[src/rtl/inst_fetch_ctrl.sv]
// Fetch sequencer: owns the PC, addresses the combinational instruction ROM
// and queues {pc, instruction} pairs toward decode with a valid/ready handshake.
// Supports redirect (flush + new PC), back-pressure stalls and a sticky halt.
module inst_fetch_ctrl #(
  parameter int              AW       = 6,
  parameter int              DW       = 32,
  parameter int              QDEPTH   = 2,
  parameter logic [AW-1:0]   RESET_PC = 1
) (
  input  logic          clk,
  input  logic          rst_n,
  input  logic          en,
  input  logic          halt,
  input  logic          redirect,
  input  logic [AW-1:0] redirect_pc,
  output logic [AW-1:0] rom_addr,
  input  logic [DW-1:0] rom_inst,
  output logic          inst_valid,
  input  logic          inst_ready,
  output logic [DW-1:0] inst_out,
  output logic [AW-1:0] inst_pc,
  output logic [1:0]    state,
  output logic [15:0]   fetch_cnt
);

  localparam int PW = (QDEPTH > 1) ? $clog2(QDEPTH) : 1;
  localparam logic [PW:0] QFULL = (PW+1)'(QDEPTH);

  localparam logic [1:0] S_IDLE = 2'b00;
  localparam logic [1:0] S_RUN  = 2'b01;
  localparam logic [1:0] S_HALT = 2'b10;

  logic [AW-1:0] pc;
  logic [DW-1:0] q_inst [QDEPTH];
  logic [AW-1:0] q_pc   [QDEPTH];
  logic [PW-1:0] rd_ptr;
  logic [PW-1:0] wr_ptr;
  logic [PW:0]   count;
  logic          pop;
  logic          push;
  logic          flush;

  assign pop   = inst_valid & inst_ready;
  assign flush = redirect & (state != S_HALT);
  assign push  = (state == S_RUN) & en & ~halt & ~redirect & ((count < QFULL) | pop);

  assign rom_addr   = pc;
  assign inst_valid = (count != '0);
  assign inst_out   = q_inst[rd_ptr];
  assign inst_pc    = q_pc[rd_ptr];

  // Control FSM: halt dominates en and is only left through reset.
  always_ff @(posedge clk or negedge rst_n) begin
    if (!rst_n) begin
      state <= S_IDLE;
    end else begin
      case (state)
        S_IDLE:  if (halt) state <= S_HALT; else if (en)  state <= S_RUN;
        S_RUN:   if (halt) state <= S_HALT; else if (!en) state <= S_IDLE;
        S_HALT:  state <= S_HALT;
        default: state <= S_IDLE;
      endcase
    end
  end

  // Program counter: redirect target wins, otherwise advance on every push.
  always_ff @(posedge clk or negedge rst_n) begin
    if (!rst_n) begin
      pc <= RESET_PC;
    end else if (flush) begin
      pc <= redirect_pc;
    end else if (push) begin
      pc <= pc + AW'(1);
    end
  end

  // Fetch queue: a flush drops every entry, including one popped this cycle.
  always_ff @(posedge clk or negedge rst_n) begin
    if (!rst_n) begin
      for (int unsigned i = 0; i < QDEPTH; i++) begin
        q_inst[i] <= '0;
        q_pc[i]   <= '0;
      end
      rd_ptr <= '0;
      wr_ptr <= '0;
      count  <= '0;
    end else if (flush) begin
      rd_ptr <= '0;
      wr_ptr <= '0;
      count  <= '0;
    end else begin
      if (push) begin
        q_inst[wr_ptr] <= rom_inst;
        q_pc[wr_ptr]   <= pc;
        wr_ptr         <= wr_ptr + PW'(1);
      end
      if (pop) begin
        rd_ptr <= rd_ptr + PW'(1);
      end
      case ({push, pop})
        2'b10:   count <= count + (PW+1)'(1);
        2'b01:   count <= count - (PW+1)'(1);
        default: count <= count;
      endcase
    end
  end

  // Saturating push counter.
  always_ff @(posedge clk or negedge rst_n) begin
    if (!rst_n) begin
      fetch_cnt <= '0;
    end else if (push && (fetch_cnt != '1)) begin
      fetch_cnt <= fetch_cnt + 16'd1;
    end
  end

endmodule

[config.mk]
export PLATFORM = sky130hd
export DESIGN_NAME = inst_fetch_ctrl
export DESIGN_NICKNAME = d
export VERILOG_FILES = /design/src/rtl/inst_fetch_ctrl.sv
export SDC_FILE = /design/constraint.sdc
export NUM_CORES = 1
export LEC_CHECK = 0
export ABC_AREA = 1
export CAP_MARGIN = 15
export CORE_UTILIZATION = 48
export CTS_CLUSTER_SIZE = 24
export DETAILED_ROUTE_END_ITERATION = 8
export HOLD_SLACK_MARGIN = 0.1
export PLACE_DENSITY = 0.76
export SKIP_CTS_REPAIR_TIMING = 1
export SYNTH_ARGS = -nofsm -noshare
export SYNTH_HDL_FRONTEND = slang
export SYNTH_SLANG_ARGS = --single-unit
[constraint.sdc]
create_clock -name clk -period 2.1 [get_ports clk]
set_clock_uncertainty 0.2 [all_clocks]
set_input_delay 0.315 -clock clk [delete_from_list [all_inputs] [get_ports clk]]
set_output_delay 0.315 -clock clk [all_outputs]
set_load 0.1 [all_outputs]
==> run summary <==
Register bit total from synthesis = 104
Post-Syn Area = 5010 µm²
Initial antenna violation count = 0
Multiplexer share of the synthesized area = 0
Die ar. = 10,900 µm²
Part of the power in combinational logic = 0.044
Tcrit/Tclk final = 0.956
CP Cell Sequence = inv_1 > buf_6 > nand2_1 > nand2_1 > buf_12
Setup TNS = 0 ps
FF+latch area = 2630 µm²
H-tree levels = 3
Root Buffer = clkbuf_8
TritonCTS clock tree = done
Part of the power in registers = 0.584
Clock Path Buffers = 2
Num CTS Buffers = 9
Hpwl dp = 7.70 mm
Post-layout util = 0.690
Worst EP arrival = 1490 ps
Reg2Reg Depth = 10
Distinct cells, synth = 29
GPL Wtd Cong = 0.888
Yosys warning count = 0
Peak supply drop = 0.000394 V
WL/cell = 12.9 µm
CTS sink count = 104
DRT iter0 DRCs = 219
FMAX = 498 MHz
WL met3 = 405 µm
Total Wirelength = 11.1 mm
Startpoint class of the critical path = register
Routed via count = 4,257
Top routing layer used = met4
Routed vias/inst = 4.93
First-pass GRT wire length = 18.9 mm
CP peak stage delay = 410 ps
Most used cell, CP = nand2_1
Final Setup Violations = 0
WP data required = 1580 ps
Worst path bufs/invs = 3
Worst-path fanout max = 26
Antenna cells = 0
Reg2reg setup slack = 150 ps
Final worst slack = 91.4 ps
Fillers = 767
Initial core utilization = 0.504
WP depth = 5
Least-Margin Pin Slew = 455 ps
Compound-Gate Fraction of Synth Area = 0.102
Largest cells by area after synthesis = dfrtp_1 51%, nand2_1 21%, o21ai_1 5.2%
Minimum clock period = 2010 ps
Outcome = complete, no violations
Clk slew on worst S/H paths = 110 ps
Metal1 wirelength = 5.09 mm
Cells after Synth = 626
Max Slew Vio Count = 0
Port Buf Inserts = 106
Worst slew margin = 0.694
Worst Hold Class = input port to async pin
Sw Ratio = 0.221
Die Span Y = 104 µm
Largest family of logic cells by synthesized area = simple AND/OR/NAND/NOR gates
Syn Nets = 672
Internal power = 2.67 mW
Post-route cell area = 6870 µm²
Largest net degree at the start of global routing = 78
Gr ovfl total = 0
Leakage = 3.33 nW
Final net count = 772
Share of layout cells above drive strength 1 = 0.211
Die Width = 104 µm
RSZ-0062 raised after global routing = no
Crit path capture type = output port
Area grow syn2layout = 36.9%
Core Footprint = 9950 µm²
Simple-Gate Fraction of Synth Area = 0.268
Initial DRT Pass Iterations = 4
Critical path's slowest cell = dfrtp_1
Register area share after synthesis = 0.519
Met2 wire length = 5.50 mm
Fraction of the mapped netlist area in adder cells = 0.00499
PwrDens = 499 nW/µm²
Critical setup path kind = register to output port
DRC viols = 0
XOR/XNOR Fraction of Synth Area = 0.0245
Area of the multi-input gates = 2050 µm²
GRT Overall Usage = 0.213
Cell family with most CP delay = buffers and inverters
Post-synth top area share = 0.514
Antenna viol nets, final = 0
Clock Power Share = 0.372
Syn Area/Cell = 8.01 µm²
Dpl ws = 50.5 ps
Via count of the first global-routing pass = 4,013
# IOs = 107
Placed inst area = 6650 µm²
Cell Rows = 36
Max_cap viols = 0
Worst skew pair latency = 360 ps
Cell taking the most area after synthesis = dfrtp_1
Sw power = 759 µW
Final hold violations = 0
## flip-flops by register name, summed over array words and instances, names as in the netlist
name / cells
rd_ptr: 1
q_pc: 12
q_inst: 64
fetch_cnt: 16
state: 2
rom_addr: 6
wr_ptr: 1
count: 2
## metrics by stage
stage	hold slack [ps]	cells	power, mW
after floorplan	-181	626	2.06
after global placement	38.2	847	2.19
after detailed placement	41.7	847	2.19
after CTS	-357	863	3.46
after global routing	212	864	3.55
final	181	864	3.43
## Yosys cell counts
| cell type | n |
|---|---|
| o22ai_1 | 1 |
| clkbuf_2 | 1 |
| clkbuf_1 | 11 |
| nor2_2 | 1 |
| o21ai_0 | 22 |
| nand2_2 | 8 |
| nand4_1 | 1 |
| xor2_1 | 4 |
| o211ai_1 | 5 |
| buf_1 | 1 |
| inv_6 | 2 |
| nor3_1 | 1 |
| o21ai_1 | 52 |
| a21oi_1 | 2 |
| o21ai_2 | 10 |
| nand2_8 | 1 |
| nor2_1 | 21 |
| inv_1 | 54 |
| dfrtp_1 | 103 |
| dfstp_2 | 1 |
| xnor2_1 | 10 |
| buf_6 | 11 |
| nor2_4 | 4 |
| ha_1 | 2 |
| buf_2 | 2 |
| nand3_1 | 11 |
| nand2_1 | 281 |
| nand2_4 | 2 |
| inv_2 | 1 |
## metal layers
layer,GRT usage,vias to the layer above
li1,-,2134
met1,0.286,2000
met2,0.357,110
met3,0.0244,13
met4,0.0724,0
met5,0,-
## path summary, 6_finish.rpt
kind / from / end
worst max-delay path: rd_ptr$_DFFE_PN0P_ / inst_out[31]
worst min-delay path: rst_n / fetch_cnt[1]$_DFFE_PN0P_
worst max register to register: fetch_cnt[0]$_DFFE_PN0P_ / fetch_cnt[8]$_DFFE_PN0P_
worst min register to register: q_pc[4]$_DFFE_PN0P_ / q_pc[4]$_DFFE_PN0P_
max in group asynchronous: rst_n / q_inst[33]$_DFFE_PN0P_
min in group clk: q_pc[4]$_DFFE_PN0P_ / q_pc[4]$_DFFE_PN0P_
## cells in the final DEF (no fill, tap or decap), types with 2 or more instances in the layout
cell type        Yosys  routed
ha_1                 2       2
dfrtp_1            103      87
buf_4                0      22
buf_12               0      49
nand2_2              8      28
xnor2_1             10      10
clkinvlp_4           0       2
nand3_1             11      11
dfrtp_2              0      14
clkbuf_8             0      10
o21ai_2             10      10
inv_1               54      54
nor2_1              21      21
inv_6                2       3
o21ai_0             22      22
nand2_4              2       2
o21ai_1             52      52
nand2_1            281     261
dfrtp_4              0       2
o211ai_1             5       5
a21oi_1              2       2
xor2_1               4       4
nor2_4               4       4
clkdlybuf4s50_1      0      42
## power by group through the flow
stage               combinational (mW)  clock, mW  sequential [mW]
floorplan                       0.0195          0             2.04
global placement                 0.151          0             2.04
detailed placement               0.153          0             2.04
CTS                              0.155       1.30             2.00
global route                     0.169       1.38             2.00
finish                           0.152       1.27             2.00
## logic make-up (layout without fill, tap and decap cells)
family          count (synthesis)  after routing
compound gates                 92             92
xor+xnor                       14             14
fa+ha+maj                       2              2
buf+inv                        83            188
flops                         104            104
simple gates                  331            331
## layout make-up
cell class,count,area share
Tap cell,133,0.0242
Multi-Input combinational cell,439,0.299
Inverter,57,0.0326
Sequential cell,104,0.383
Clock buffer,10,0.0200
Clock inverter,6,0.00984
Timing Repair Buffer,115,0.231
No activity file was read; power rests on OpenSTA's default activity.
